[src/rtl/edge_event_monitor.sv]
// Registered rose/fell/stable sampler with a pass/fail scorer and a timestamped error FIFO.
// Define EDGE_MON_SYNC_EN to pass `a` through a 2-flop synchronizer before it is sampled.
module edge_event_monitor #(
  parameter bit CHECK_FELL = 1'b1,
  parameter int CNT_W      = 16,
  parameter int TS_W       = 32,
  parameter int DEPTH      = 4
) (
  input  logic             clk,
  input  logic             rst_n,
  input  logic             en,
  input  logic             a,
  output logic             rose,
  output logic             fell,
  output logic             stable,
  output logic [CNT_W-1:0] pass_count,
  output logic [CNT_W-1:0] fail_count,
  output logic             err_valid,
  input  logic             err_ready,
  output logic [TS_W-1:0]  err_time,
  output logic             err_level,
  output logic             overflow
);

  localparam int AW = $clog2(DEPTH);

  logic [TS_W-1:0] ts;
  logic            s;
  logic            prev;

`ifdef EDGE_MON_SYNC_EN
  logic [1:0] sync_q;

  always_ff @(posedge clk or negedge rst_n) begin
    if (!rst_n) sync_q <= 2'b00;
    else        sync_q <= {sync_q[0], a};
  end

  assign s = sync_q[1];
`else
  assign s = a;
`endif

  logic is_rise, is_fall, sample_ok, sample_bad;

  always_comb begin
    is_rise    = s & ~prev;
    is_fall    = ~s & prev;
    sample_ok  = en & (CHECK_FELL ? is_fall : is_rise);
    sample_bad = en & ~(CHECK_FELL ? is_fall : is_rise);
  end

  always_ff @(posedge clk or negedge rst_n) begin
    if (!rst_n) ts <= '0;
    else        ts <= ts + TS_W'(1);
  end

  always_ff @(posedge clk or negedge rst_n) begin
    if (!rst_n) begin
      prev   <= 1'b0;
      rose   <= 1'b0;
      fell   <= 1'b0;
      stable <= 1'b0;
    end else if (en) begin
      prev   <= s;
      rose   <= is_rise;
      fell   <= is_fall;
      stable <= (s == prev);
    end else begin
      rose   <= 1'b0;
      fell   <= 1'b0;
      stable <= 1'b0;
    end
  end

  always_ff @(posedge clk or negedge rst_n) begin
    if (!rst_n) begin
      pass_count <= '0;
      fail_count <= '0;
    end else begin
      if (sample_ok && (pass_count != {CNT_W{1'b1}}))
        pass_count <= pass_count + CNT_W'(1);
      if (sample_bad && (fail_count != {CNT_W{1'b1}}))
        fail_count <= fail_count + CNT_W'(1);
    end
  end

  // Error FIFO: pointers carry one extra wrap bit to tell full from empty.
  logic [TS_W:0] mem [DEPTH];
  logic [AW:0]   wr_ptr, rd_ptr;
  logic          empty, full, pop, push, drop;
  logic [TS_W:0] head;

  always_comb begin
    empty = (wr_ptr == rd_ptr);
    full  = (wr_ptr[AW] != rd_ptr[AW]) && (wr_ptr[AW-1:0] == rd_ptr[AW-1:0]);
    pop   = ~empty & err_ready;
    // A same-cycle pop frees the slot the incoming record needs.
    push  = sample_bad & (~full | pop);
    drop  = sample_bad & full & ~pop;
    head  = mem[rd_ptr[AW-1:0]];
  end

  always_ff @(posedge clk) begin
    if (push) mem[wr_ptr[AW-1:0]] <= {ts, s};
  end

  always_ff @(posedge clk or negedge rst_n) begin
    if (!rst_n) begin
      wr_ptr   <= '0;
      rd_ptr   <= '0;
      overflow <= 1'b0;
    end else begin
      if (push) wr_ptr <= wr_ptr + (AW+1)'(1);
      if (pop)  rd_ptr <= rd_ptr + (AW+1)'(1);
      if (drop) overflow <= 1'b1;
    end
  end

  assign err_valid = ~empty;
  assign err_time  = empty ? '0 : head[TS_W:1];
  assign err_level = ~empty & head[0];

endmodule

[config.mk]
export PLATFORM = sky130hd
export DESIGN_NAME = edge_event_monitor
export DESIGN_NICKNAME = d
export VERILOG_FILES = /design/src/rtl/edge_event_monitor.sv
export SDC_FILE = /design/constraint.sdc
export NUM_CORES = 1
export LEC_CHECK = 0
export BUFFER_PORTS_ARGS = -buffer_cell sky130_fd_sc_hd__buf_2
export CORE_AREA = 5 5 145 147
export CTS_CLUSTER_SIZE = 24
export DETAILED_ROUTE_END_ITERATION = 8
export DIE_AREA = 0 0 150 152
export PLACE_DENSITY = 0.63
export SKIP_LAST_GASP = 1
export SYNTH_ARGS = -nofsm -noshare
export SYNTH_HDL_FRONTEND = slang
export SYNTH_SLANG_ARGS = --single-unit
export TNS_END_PERCENT = 20
[constraint.sdc]
create_clock -name clk -period 3 [get_ports clk]
set_input_delay 0.45 -clock clk [delete_from_list [all_inputs] [get_ports clk]]
set_output_delay 0.45 -clock clk [all_outputs]
set_load 0.1 [all_outputs]
==> flow_summary_export.csv <==
group,metric,value,unit
status,status,"complete, no violations",
sta,fmax,372,MHz
synthesis,ys.flop_type,"edfxtp_1",
synthesis,ys_warn_count,0,
place,port_buffers,74,
synthesis,ys_ff_latch,207,
synthesis,synthCells,529,
floorplanning,initial_utilization,0.434,
critical_path,r2r_end,"pass_count[1]",
synthesis,synthesis.area,8570,sq um
flow_run,drv_cap,0,
final_layout,layout-drive-gt1-share,0.263,
routing,wl_per_cell,17.8,microns
critical_path,arrival,2.24,ns
floorplanning,fp.dieH,152,microns
place,place.gp.congestion,0.816,
synthesis,syn_nets,544,
grt,gr-total-overflow,0,
hold_path,hp-class,"in2async",
clocking,cts_hold_buf,0,
critical_path,crit_end,"err_time[4]",
critical_path,start_kind,"flop",
sta,setup_tns,0,ns
grt,grt_pass1_wl,26800,microns
clocking,numCtsBuffers,23,
synthesis,synth_top_area_frac,0.462,
final_layout,final_common_cell,"edfxtp_1",
final_layout,layout_common_cells,"edfxtp_1 (132), dfrtp_1 (74), buf_2 (73), and2_1 (42), xnor2_1 (38)",
sta,finalClockSkew,0.0188,ns
critical_path,r2r_start,"pass_count[0]",
sta,rsz0062_at_grt,"no",
sta,min_period,2.69,ns
routing,drt-pass1-iter-count,5,
floorplanning,die-area,22800,sq um
clocking,insertion_delay,0.51,ns
clocking,cts_setup_buffers,0,
clocking,root_buffer,"clkbuf_16",
critical_path,reg2reg_depth,5,
grt,grt_pass1_vias,5053,
floorplanning,core,19800,sq um
routing,drc,0,
routing,route.vias.total,4736,
clocking,post_cts_resize_count,0,
place,hpwl,9880,microns
final_layout,multi_input_area,2620,sq um
grt,grt_usage,0.145,
sta,tightest_slew,0.965,ns
synthesis,synth_top_cell_by_area,"edfxtp_1",
final_layout,fin_nets,637,
sta,max_slew_margin,0.356,
final_layout,fillers,1708,
clocking,cts_tree,"done",
routing,antenna_left,0,
critical_path,rrSetupSlack,0.94,ns
floorplanning,ioPinCount,75,
synthesis,synth.distinct_cells,43,
synthesis,synth_edf_count,132,
sta,finalWorstSetupSlack,0.310,ns
synthesis,synthTopCellsByArea,"edfxtp_1 (46%), dfrtp_1 (22%), mux4_2 (8.7%)",
critical_path,required,2.55,ns
grt,grt_max_degree,76,
floorplanning,die_w,150,microns
routing,dr.first_iter.drc_count,220,
final_layout,syn_to_final_growth,17.6,%
clocking,path_clk_slew,0.06,ns
critical_path,crit_type,"reg2out",
final_layout,seq_area,5840,sq um
synthesis,synth_area_per_cell,16.2,sq um
clocking,htreeDepth,1,
sta,hold_viol,0,
critical_path,crit_fanout,36,
sta,hold_ws,0.109,ns
synthesis,async_reset_ff_frac,0.362,
floorplanning,core.rowCount,52,
synthesis,synth.yosys.seq_area_share,0.681,
sta,slew_viol_final,0,
place,post-place-ws,0.705,ns
sta,setup_violations,0,
clocking,cts.sinks,207,
grt,antenna_found_initial,0,
final_layout,n_antenna_cell,0,
critical_path,critPathCaptureType,"output port",
clocking,cts.path.max_buffers,3,
sta,post-route-period-util,0.897,
routing,viasPerCell,5.21,
routing,routed_wl,16200,microns
critical_path,cp-startpoint,"rd_ptr[2]",
cells in the mapped netlist, types with 10 or more instances:
cell type and count:
xnor2_1 38, mux4_2 33, dfrtp_1 75, nand4_1 26, nand2_1 21, inv_1 10
and2_1 42, nand3_1 23, edfxtp_1 132, ha_1 10, nor4_1 10, xor2_1 26
nor2_1 15
how the worst min path moves through the flow:
stage / start / endpoint / slack, ns / cells past startpoint
floorplan: rst_n / fail_count[0] / 0.15 / 0
global placement: wr_ptr[2] / wr_ptr[2] / 0.47 / 1
detailed placement: overflow / overflow / 0.47 / 1
CTS: rst_n / pass_count[15] / 0.13 / 1
global route: rst_n / ts[29] / 0.19 / 1
finish: rst_n / ts[29] / 0.11 / 1
cell families after synthesis:
group,synth area share
compound gates,0.00817
xor+xnor,0.0654
fa+ha+maj,0.0146
buf+inv,0.0130
flops,0.681
mux,0.0906
simple gates,0.127
stage by stage:
stage / std cells / utilization / cell area [sq um]
4_1_cts: 909 / 0.510 / 10100
2_1_floorplan: 529 / - / 8580
6_report: 909 / 0.510 / 10100
5_1_grt: 909 / 0.510 / 10100
3_3_place_gp: 867 / 0.472 / 9340
3_5_place_dp: 867 / 0.472 / 9340
area by class of cell:
cell class	count	area share
repair buffers	83	0.0499
inverters	10	0.00372
flip-flops and latches	207	0.579
well taps	270	0.0335
multi-input cells	297	0.260
clock buffers	33	0.0658
clock inverters	9	0.00782
state kept, by name, summed over array words and instances (netlist names), 3 cells and up:
signal      flops
fail_count     16
mem           132
pass_count     16
rd_ptr          3
ts             32
wr_ptr          3
critical path: stages, from the launching register on:
cell and delay (ns):
dfrtp_1 0.39, xor2_1 0.25, nand3b_1 0.14, buf_4 0.31
and2_1 0.20, buf_2 0.42
layer usage:
layer,track usage,wire length [microns],vias up
met1,0.197,7050,2378
met3,0.0328,900,40
met2,0.235,7850,131
met5,0,0,-
met4,0.0410,397,0
li1,-,-,2187
Power is not shown: default switching activity piles up to over one toggle a cycle in this logic, so the estimate is an artifact.
